==> src/rtl/prng_pkg.sv <==
// prng_pkg: shared types, lane constants and step/seed helpers for prng_req_scheduler
package prng_pkg;
   localparam int LANE_W = 16;
   localparam int NUM_LANES = 4;
   localparam logic [LANE_W-1:0] LANE_NONZERO = 16'h0001;
   typedef enum logic [1:0] {WAIT_SEED, WARMUP, SERVE} state_e;
   function automatic logic [LANE_W-1:0] lane_step(input logic [LANE_W-1:0] lane);
      return {lane[14:0], lane[3] ^ lane[12] ^ lane[14] ^ lane[15]};
   endfunction
   function automatic logic [LANE_W*NUM_LANES-1:0] state_step(input logic [LANE_W*NUM_LANES-1:0] s);
      logic [LANE_W*NUM_LANES-1:0] r;
      for (int i = 0; i < NUM_LANES; i++) r[i*LANE_W +: LANE_W] = lane_step(s[i*LANE_W +: LANE_W]);
      return r;
   endfunction
   // an all-zero lane would never leave zero, so it is replaced on load
   function automatic logic [LANE_W*NUM_LANES-1:0] seed_load(input logic [LANE_W*NUM_LANES-1:0] s);
      logic [LANE_W*NUM_LANES-1:0] r;
      for (int i = 0; i < NUM_LANES; i++)
         r[i*LANE_W +: LANE_W] = s[i*LANE_W +: LANE_W] == '0 ? LANE_NONZERO : s[i*LANE_W +: LANE_W];
      return r;
   endfunction
endpackage

==> src/rtl/prng_req_scheduler_rr_arbiter.sv <==
// rr_arbiter: combinational round-robin pick starting at ptr, searching upward with wrap
//   req      : request vector
//   ptr      : index with highest priority
//   en       : allows a grant
//   gnt_next : one-hot (or zero) grant
//   idx      : index of the granted bit
module rr_arbiter #(
   parameter int N = 4,
   parameter int PW = $clog2(N)
) (
   input  logic [N-1:0]  req,
   input  logic [PW-1:0] ptr,
   input  logic          en,
   output logic [N-1:0]  gnt_next,
   output logic [PW-1:0] idx
);
   // descending offsets so the closest requester above ptr is the last write
   always_comb begin
      gnt_next = '0;
      idx = '0;
      for (int k = N - 1; k >= 0; k--)
         if (en && req[(int'(ptr) + k) % N]) begin
            gnt_next = N'(1) << ((int'(ptr) + k) % N);
            idx = PW'((int'(ptr) + k) % N);
         end
   end
endmodule

==> src/rtl/prng_req_scheduler.sv <==
// prng_req_scheduler: seeds, warms up and shares a four-lane 64-bit PRNG among N_REQ requesters
//   clk, reset (async, active low)
//   seed/seed_valid/seed_ready : seed handshake, loads lanes and restarts warm-up
//   req   : level requests        gnt : registered one-hot grant pulse
//   rnd_valid/rnd_data : word delivered with gnt
//   serving : high in SERVE
//   PRNG_RESEED_EN : when defined, forces WAIT_SEED after RESEED_INTERVAL grants
module prng_req_scheduler
   import prng_pkg::*;
#(
   parameter int N_REQ = 4,
   parameter int WARMUP_CYCLES = 64,
   parameter int RESEED_INTERVAL = 1024
) (
   input  logic             clk,
   input  logic             reset,
   input  logic [63:0]      seed,
   input  logic             seed_valid,
   output logic             seed_ready,
   input  logic [N_REQ-1:0] req,
   output logic [N_REQ-1:0] gnt,
   output logic             rnd_valid,
   output logic [63:0]      rnd_data,
   output logic             serving
);
   localparam int PW = $clog2(N_REQ);
   localparam int WCW = $clog2(WARMUP_CYCLES + 1) + 1;
   state_e state_q, state_d;
   logic [63:0] lanes_q, lanes_d, rnd_data_q, rnd_data_d;
   logic [PW-1:0] ptr_q, ptr_d, idx;
   logic [WCW-1:0] warm_q, warm_d;
   logic [N_REQ-1:0] gnt_q, gnt_next;
   logic rnd_valid_q, fire, grant;
`ifdef PRNG_RESEED_EN
   localparam int RCW = $clog2(RESEED_INTERVAL + 1) + 1;
   logic [RCW-1:0] rs_q, rs_d;
`endif
   assign seed_ready = state_q != WARMUP;
   assign fire = seed_valid & seed_ready;
   assign grant = |gnt_next;
   assign gnt = gnt_q;
   assign rnd_valid = rnd_valid_q;
   assign rnd_data = rnd_data_q;
   assign serving = state_q == SERVE;
   // a seed fire in SERVE takes the cycle, so the arbiter is held off
   rr_arbiter #(.N(N_REQ)) u_arb (
      .req(req),
      .ptr(ptr_q),
      .en(state_q == SERVE && !fire),
      .gnt_next(gnt_next),
      .idx(idx)
   );
   always_comb begin
      state_d = state_q;
      lanes_d = lanes_q;
      ptr_d = ptr_q;
      warm_d = warm_q;
      rnd_data_d = grant ? lanes_q : rnd_data_q;
`ifdef PRNG_RESEED_EN
      rs_d = rs_q;
`endif
      if (fire) begin
         lanes_d = seed_load(seed);
         warm_d = '0;
         state_d = WARMUP_CYCLES == 0 ? SERVE : WARMUP;
`ifdef PRNG_RESEED_EN
         rs_d = '0;
`endif
      end else if (state_q == WARMUP) begin
         lanes_d = state_step(lanes_q);
         warm_d = warm_q + 1'b1;
         state_d = warm_q == WCW'(WARMUP_CYCLES - 1) ? SERVE : WARMUP;
      end else if (grant) begin
         lanes_d = state_step(lanes_q);
         ptr_d = idx == PW'(N_REQ - 1) ? '0 : idx + 1'b1;
`ifdef PRNG_RESEED_EN
         rs_d = rs_q + 1'b1;
         state_d = rs_d == RCW'(RESEED_INTERVAL) ? WAIT_SEED : SERVE;
`endif
      end
   end
   always_ff @(posedge clk or negedge reset)
      if (!reset) begin
         state_q <= WAIT_SEED;
         lanes_q <= '0;
         ptr_q <= '0;
         warm_q <= '0;
         gnt_q <= '0;
         rnd_valid_q <= 1'b0;
         rnd_data_q <= '0;
`ifdef PRNG_RESEED_EN
         rs_q <= '0;
`endif
      end else begin
         state_q <= state_d;
         lanes_q <= lanes_d;
         ptr_q <= ptr_d;
         warm_q <= warm_d;
         gnt_q <= gnt_next;
         rnd_valid_q <= grant;
         rnd_data_q <= rnd_data_d;
`ifdef PRNG_RESEED_EN
         rs_q <= rs_d;
`endif
      end
endmodule
==> config.mk <==
export PLATFORM = sky130hd
export DESIGN_NAME = prng_req_scheduler
export DESIGN_NICKNAME = d
export VERILOG_FILES = /design/src/rtl/prng_pkg.sv /design/src/rtl/prng_req_scheduler_rr_arbiter.sv /design/src/rtl/prng_req_scheduler.sv
export SDC_FILE = /design/constraint.sdc
export NUM_CORES = 1
export LEC_CHECK = 0
export ABC_AREA = 1
export BUFFER_PORTS_ARGS = -buffer_cell sky130_fd_sc_hd__buf_2
export CAP_MARGIN = 5
export CORE_ASPECT_RATIO = 1.2
export CORE_MARGIN = 10
export CORE_UTILIZATION = 60
export CTS_CLUSTER_DIAMETER = 60
export CTS_CLUSTER_SIZE = 28
export DETAILED_ROUTE_END_ITERATION = 8
export PLACE_DENSITY = 0.82
export SETUP_SLACK_MARGIN = 0.5
export SKIP_LAST_GASP = 1
export SLEW_MARGIN = 20
export SYNTH_ARGS = -nofsm -noshare
export SYNTH_HDL_FRONTEND = slang
export SYNTH_HIERARCHICAL = 1
export SYNTH_SLANG_ARGS = --single-unit
==> constraint.sdc <==
create_clock -name clk -period 4.95 [get_ports clk]
set_clock_uncertainty 0.15 [all_clocks]
set_input_delay 0.495 -clock clk [delete_from_list [all_inputs] [get_ports clk]]
set_output_delay 0.495 -clock clk [all_outputs]
set_load 0.01 [all_outputs]
# After elaboration in Yosys (flattened, before gate mapping)
# Cells that the tools add are included.
op_classes:
  n_lt_le_gt_ge: 4
  n_reduce_logical: 17
  n_bitwise: 18
  shifts: 4
  mul: 0
  div: 0
  mux: 32
  addsub: 5
  n_eq_ne: 5
op_table:
  columns: ["op", "count"]
  rows:
  - ["2-to-1 mux 64 bit", 3]
  - ["left shift 1 x 32 -> 4 bit (first input constant)", 3]
  - ["logical NOT 16 bit", 4]
  - ["2-to-1 mux 16 bit", 4]
  - ["2-to-1 mux 2 bit", 8]
  - ["2-to-1 mux 4 bit", 4]
  - ["2-to-1 mux 8 bit", 2]
  - ["< comparator 3 x 4 -> 1 bit (second input constant)", 3]
  - ["XOR 1 bit", 12]
  - ["adder 8 x 1 -> 8 bit (second input constant)", 1]
  - ["binary-select mux 1 bit (select 2 bit)", 4]
  - ["== test 8 x 6 -> 1 bit (second input constant)", 1]
  - ["2-to-1 mux 1 bit", 7]
  - ["OR reduction 2 bit", 3]
  - ["logical AND 1 bit", 5]
  - ["adder 2 x 1 -> 2 bit (second input constant)", 2]
  - ["adder 2 bit (second input constant)", 2]
  - ["== test 2 bit (second input constant)", 2]
  - ["OR reduction 4 bit", 1]
  - ["left shift 1 x 2 -> 4 bit (first input constant)", 1]
  - ["AND 1 bit (first input constant)", 3]
  - ["< comparator 2 x 3 -> 1 bit (second input constant)", 1]
  - ["AND reduction 3 bit", 1]
  - ["nonzero test 3 bit", 1]
  - ["6 further kinds", 7]
totals:
  output_inout_bits: 71
  mem_bits_rw: 0
  inputBits: 71
  romBits: 0
  wordCells: 92
  register_bits: 145
  latchBits: 0
  mem_count: 0

# Longest topological paths before layout
depth:
  ltp_word: 15
  depth_mapped: 19
  mapped_depth_nobuf: 16

# By module
# The synthesis kept the hierarchy.
by_module_without_submodules:
  columns: ["mod", "instances", "area_per_inst_um2", "cells_per_inst"]
  rows:
  - ["prng_req_scheduler", 1, 6647.6, 835]
  - ["rr_arbiter", 1, 501.7, 94]

# Least setup slack after synthesis
# No wires, ideal clock.
synth_path:
  path_type: "reg-to-reg"
  from: "reg ptr_q[0]"
  to: "reg lanes_q[14]"
  slack_ns: 2.194
  stages_incl_launch_ff: 20
  required_ns: 4.668
  arrival_ns: 2.474
  synth_period_minus_slack_ns: 2.756
  cell_sequence: "dfrtp_1 -> inv_2 -> ha_1 -> inv_1 -> nand3_2 -> nand3_2 -> buf_6 -> nor2_1 -> nor2_1 -> nand2_1 -> nor2_1 -> nor2_1 -> nor2_1 -> nand3_2 -> nor2_4 -> inv_2 -> buf_6 -> buf_6 -> nand2_1 -> o21ai_0"
synth_between:
  elab_chain_len: 11
  elab_cells_between_ends: 34
synth_rtl:
  columns: ["item", "line", "rtl"]
  rows:
  - ["start, declared", "prng_req_scheduler.sv:30", "logic [PW-1:0] ptr_q, ptr_d, idx;"]
  - ["start signal, assigned", "prng_req_scheduler.sv:97", "ptr_q <= ptr_d;"]
  - ["adder 2 bit", "prng_req_scheduler_rr_arbiter.sv:22, prng_req_scheduler_rr_arbiter.sv:23", null]
  - ["binary-select mux 1 bit (select 2 bit)", "prng_req_scheduler_rr_arbiter.sv:22", "if (en && req[(int'(ptr) + k) % N]) begin"]
  - ["2-to-1 mux 1 bit (implied by the code) (2 in series)", "prng_req_scheduler_rr_arbiter.sv:22", null]
  - ["logical AND 1 bit", "prng_req_scheduler_rr_arbiter.sv:22", null]
  - ["2-to-1 mux 4 bit (3 in series)", "prng_req_scheduler_rr_arbiter.sv:22", null]
  - ["2-to-1 mux 4 bit *", "prng_req_scheduler_rr_arbiter.sv:22", null]
  - ["via gnt_next[0]", "prng_req_scheduler.sv:32", "logic [N_REQ-1:0] gnt_q, gnt_next;"]
  - ["OR reduction 4 bit *", "prng_req_scheduler.sv:40", "assign grant = |gnt_next;"]
  - ["via grant", "prng_req_scheduler.sv:33", "logic rnd_valid_q, fire, grant;"]
  - ["nonzero test 3 bit (no source line) *", null, null]
  - ["end signal, assigned", "prng_req_scheduler.sv:96", "lanes_q <= lanes_d;"]
  - ["end, declared", "prng_req_scheduler.sv:29", "logic [63:0] lanes_q, lanes_d, rnd_data_q, rnd_data_d;"]
# Mark *: on every way through the listed nets, which the timed path passes. The rest lies on a longest branch. The select of a mux whose other input is x is not followed.
# A chain may end at the register's enable or synchronous reset.

# Final worst setup path
layout_path:
  from: "reg ptr_q[0]"
  to: "reg rnd_data_q[59] (netlist: rnd_data[59])"
layout_between:
  elab_chain_len: 10
  elab_cells_between_ends: 33
layout_rtl:
  columns: ["item", "line", "rtl"]
  rows:
  - ["adder 2 bit", "prng_req_scheduler_rr_arbiter.sv:22, prng_req_scheduler_rr_arbiter.sv:23", null]
  - ["binary-select mux 1 bit (select 2 bit)", "prng_req_scheduler_rr_arbiter.sv:22", null]
  - ["2-to-1 mux 1 bit (implied by the code) (2 in series)", "prng_req_scheduler_rr_arbiter.sv:22", null]
  - ["logical AND 1 bit", "prng_req_scheduler_rr_arbiter.sv:22", null]
  - ["2-to-1 mux 4 bit (3 in series)", "prng_req_scheduler_rr_arbiter.sv:22", null]
  - ["2-to-1 mux 4 bit *", "prng_req_scheduler_rr_arbiter.sv:22", null]
  - ["via gnt_next[1]", "prng_req_scheduler.sv:32", null]
  - ["OR reduction 4 bit *", "prng_req_scheduler.sv:40", null]
  - ["via grant", "prng_req_scheduler.sv:33", null]
  - ["end signal, assigned", "prng_req_scheduler.sv:101", "rnd_data_q <= rnd_data_d;"]
  - ["end, declared", "prng_req_scheduler.sv:29", null]
# Marked as above.

==> impl_summary.txt <==
----------------------------------------------------
[Timing]
  Count of final hold-check violations ... 0
  Max-slew violation total from the final report ... 0
  Worst-margin pin slew ... roughly 0.94 ns
  Total Negative Setup Slacks ... 0 ns
  Finish-stage setup viols ... 0
  Min cycle time layout ... approximately 3.7 ns
  Worst max-slew margin expressed relative to the limit ... a little under two fifths
  Setup repair after global routing missed its margin ... false
  Tcrit/Tclk final ... between 70% and 80%
  Highest clock frequency the design can meet ... around 270 MHz

[Placement]
  Routability congestion estimate ... 0.867
  Number of I/O port buffers ... ~140
  HPWL after detailed placement ... between 10000 and 15000 um

[Yosys]
  Yosys reg bits ... 145
  Portion of the post-synthesis area used by sequential elements ... just over 50%
  Dominant cells by area after synthesis ... sky130_fd_sc_hd__dfrtp_1 (51%), sky130_fd_sc_hd__nand2_1 (17%), sky130_fd_sc_hd__o21ai_0 (11%)
  Cell type contributing the most total cell area after synthesis ... sky130_fd_sc_hd__dfrtp_1
  Top flip-flop cell by instance count after synthesis ... sky130_fd_sc_hd__dfrtp_1
  Library cell with the highest instance count after synthesis ... sky130_fd_sc_hd__nand2_1
  Number of library cell types mapped by synthesis ... 28
  YS warnings ... 6
  Cell area after technology mapping ... roughly 7000 um^2
  Synthesized Nets ... 1009
  Mean cell area of the mapped netlist ... ~7.7 um^2
  FFs w/ async S/R, synth ... 100%
  Count of flip-flops with a built-in enable after synthesis ... 0
  Cells after Synth ... 929
  Top cell type's share of synthesized area ... roughly half
  Most numerous cell types in the synthesized netlist ... sky130_fd_sc_hd__nand2_1 (326), sky130_fd_sc_hd__o21ai_0 (156), sky130_fd_sc_hd__dfrtp_1 (145), sky130_fd_sc_hd__inv_1 (87), sky130_fd_sc_hd__nor2_1 (81)

[Cells and area]
  Diode insertion count for antenna repair ... 0
  Ratio of cells with drive above 1 in the final layout ... 18.2%
  Area grow syn2layout ... 17.1%
  Fin util ... 72.0%
  Fillers ... 962
  NumNets Final ... roughly 1100

[Floorplanning]
  Overall die area ... roughly 17000 um^2
  Die H ... 140 um
  Initial Utilization ... 61.5%
  Number of I/O pins ... around 140
  Die width ... roughly 120 um
  Core outline area ... around 12000 um^2
  Rows ... 43

[Pwr]
  Switching power of the nets ... around 1.6 mW
  VDD IR max ... 0.000313 V
  Leakage power ... roughly 4.3 nW
  Logic pwr share ... between 30 and 40%
  Power, Total ... 4.50 mW
  Cell Int Power ... approximately 2.9 mW
  Clock network power share ... a little over a quarter
  Power per unit of standard cell area ... 538 nW/um^2
  Seq pwr share ... 41.5%
  Switching share of power ... between 30% and 40%

[Routing]
  Detailed router's first-iteration violation count ... approximately 460
  Drt drc ... 0
  Detailed-route wire length ... approximately 17000 um
  Vias per std cell ... between 5 and 6
  Number of iterations in the first detailed-routing pass ... 5
  Routed length per instance ... around 14 um
  DR vias ... approximately 6300
  Antenna Nets Post-Route ... 0

[Clocking]
  Master cell of the clock root buffer ... sky130_fd_sc_hd__clkbuf_16
  Clock transition at the register clock pins on the worst setup and hold paths after CTS ... about 0.060 ns
  Max Root-Sink Buffers ... 2
  Clock sink total ... 145
  Max H-tree Level ... 4
  Number of buffers inserted for hold repair after clock tree synthesis ... 0
  Resize count post-CTS ... 0
  TritonCTS clock tree ... done
  Insertion delay to the later sink of the worst-skew pair ... 0.41 ns
  Clock buffers created by TritonCTS ... 17
  Total setup buffers inserted after CTS ... 0

[Global routing]
  Total gr overflow ... 0
  GR Util All Layers ... 20.8%
  Initial antenna violation count ... 0
  First-pass GRT wire length ... 28900 um
  Maximum number of pins on one net before global-route repair ... ~110
  Number of global-route vias before repair ... 6249

[Critical path]
  Cells traversed along the worst timing path ... inv_2 -> ha_1 -> inv_1 -> nand3_2 -> nand3_2 -> nand3_1 -> nor2_1 -> nor2_1 -> nor2_1 -> inv_1 -> nand3_2 -> clkinv_2 -> buf_12 -> nand2_1 -> o21ai_0
  Critical-path cell with the highest stage delay ... sky130_fd_sc_hd__clkinv_2
  Maximum single-stage delay on the critical path ... ~0.56 ns
  Required time worst endpoint ... approximately 5.1 ns
  Top cell family by delay on the critical path ... buffers and inverters
  Critical path data arrival time ... between 3 and 4 ns
  Crit path capture type ... flip-flop
  Startpoint-to-endpoint class of the critical path ... flip-flop to flip-flop
  Startpoint types ... flip-flop
  WP buf/inv ... 5
  Crit path max fanout ... 70

[Min path]
  Min-Delay Path Class ... input port to async pin

[Run]
  Maximum Capacitance Violations ... 0

[Run status]
  Result of the run ... finished clean

----------------------------------------------------
-- registers in the layout, summed over array words and instances, names as in the netlist --
| name | flops |
|---|---|
| state_q | 2 |
| ptr_q | 2 |
| lanes_q | 64 |
| rnd_data | 64 |
| warm_q | 8 |
| gnt | 4 |
| rnd_valid | 1 |
-- power by group through the flow --
stage / logic [mW] / registers (mW) / clock network, mW
final: 1.46 / 1.87 / 1.18
after global routing: 1.71 / 1.92 / 1.26
after CTS: 1.48 / 1.86 / 1.20
after detailed placement: 1.45 / 1.87 / 0
after global placement: 1.39 / 1.86 / 0
after floorplan: 0.932 / 1.91 / 0
-- final timing paths --
path	slack, ns	depth (start not counted)	to	start
setup reg to reg	1.27	15	rnd_data[59]	ptr_q[0]
min in group clk	0.18	2	state_q[1]	seed_valid
max in group asynchronous	3.49	2	rnd_data[49]	reset
hold reg to reg	0.33	2	rnd_data[24]	rnd_data[24]
hold / removal	0.006	1	lanes_q[26]	reset
setup / recovery	1.27	15	rnd_data[59]	ptr_q[0]
-- worst reg2reg max path: stages, from the launching register on --
cell	delay, ns
sky130_fd_sc_hd__dfrtp_1	0.51
sky130_fd_sc_hd__inv_2	0.16
sky130_fd_sc_hd__ha_1	0.38
sky130_fd_sc_hd__inv_1	0.11
sky130_fd_sc_hd__nand3_2	0.08
sky130_fd_sc_hd__nand3_2	0.21
sky130_fd_sc_hd__nand3_1	0.19
sky130_fd_sc_hd__nor2_1	0.13
sky130_fd_sc_hd__nor2_1	0.05
sky130_fd_sc_hd__nor2_1	0.12
sky130_fd_sc_hd__inv_1	0.06
sky130_fd_sc_hd__nand3_2	0.19
sky130_fd_sc_hd__clkinv_2	0.56
sky130_fd_sc_hd__buf_12	0.45
sky130_fd_sc_hd__nand2_1	0.12
sky130_fd_sc_hd__o21ai_0	0.09
-- area by class of cell --
type / count / area (um^2) / share of cell area, %
Clock buffer: 20 / 437 / 5.22
Clock inverter: 12 / 110 / 1.32
Inverter: 91 / 345 / 4.12
Multi-Input combinational cell: 651 / 2890 / 34.5
Sequential cell: 145 / 3630 / 43.3
Tap cell: 157 / 196 / 2.35
Timing Repair Buffer: 147 / 769 / 9.19
-- layer usage --
layer	vias to the layer above	part of all wire (%)	GRT usage, %	wire length [um]
li1	3182	-	-	-
met5	-	0	0	0
met4	0	1.8	6.81	310
met2	166	49	35.0	8530
met1	2921	43	24.9	7450
met3	32	5.8	5.95	1000
-- kinds of logic (layout without fill, tap and decap cells) --
group / count (synthesis) / count (layout) / synth area share, %
buffers and inverters: 133 / 270 / 8.89
and+or+nand+nor: 455 / 455 / 25.5
AOI/OAI and AO/OA: 187 / 187 / 13.3
DFF: 145 / 145 / 50.8
adders and majority gates: 9 / 9 / 1.58
-- metrics by stage --
step	area, um^2	hold slack (ns)	setup slack, ns	cells
after floorplan	7150	0.0494	2.19	929
after global placement	7830	0.304	1.47	1191
after detailed placement	7830	0.318	1.32	1191
after CTS	8370	0.0837	1.30	1223
after global routing	8370	0.104	0.925	1223
final	8370	0.00584	1.27	1223
-- cell usage in the layout (no fill, tap or decap) --
master and n:
sky130_fd_sc_hd__a21boi_0 1, sky130_fd_sc_hd__a21oi_1 2, sky130_fd_sc_hd__a22o_2 1, sky130_fd_sc_hd__a22oi_1 1, sky130_fd_sc_hd__buf_12 1, sky130_fd_sc_hd__buf_2 140, sky130_fd_sc_hd__buf_4 5, sky130_fd_sc_hd__buf_6 1
sky130_fd_sc_hd__bufinv_16 1, sky130_fd_sc_hd__clkbuf_1 3, sky130_fd_sc_hd__clkbuf_16 17, sky130_fd_sc_hd__clkinv_2 6, sky130_fd_sc_hd__clkinv_4 2, sky130_fd_sc_hd__clkinvlp_4 4, sky130_fd_sc_hd__dfrtp_1 145, sky130_fd_sc_hd__ha_1 9
sky130_fd_sc_hd__inv_1 86, sky130_fd_sc_hd__inv_2 2, sky130_fd_sc_hd__inv_6 2, sky130_fd_sc_hd__nand2_1 326, sky130_fd_sc_hd__nand2_2 3, sky130_fd_sc_hd__nand2_4 2, sky130_fd_sc_hd__nand3_1 28, sky130_fd_sc_hd__nand3_2 4
sky130_fd_sc_hd__nand4_1 6, sky130_fd_sc_hd__nor2_1 81, sky130_fd_sc_hd__nor2_2 2, sky130_fd_sc_hd__nor2_4 1, sky130_fd_sc_hd__nor3_1 2, sky130_fd_sc_hd__o21ai_0 156, sky130_fd_sc_hd__o21ai_1 24, sky130_fd_sc_hd__o2bb2ai_1 1
sky130_fd_sc_hd__o31ai_1 1
Power figures use the tool's default switching activity.
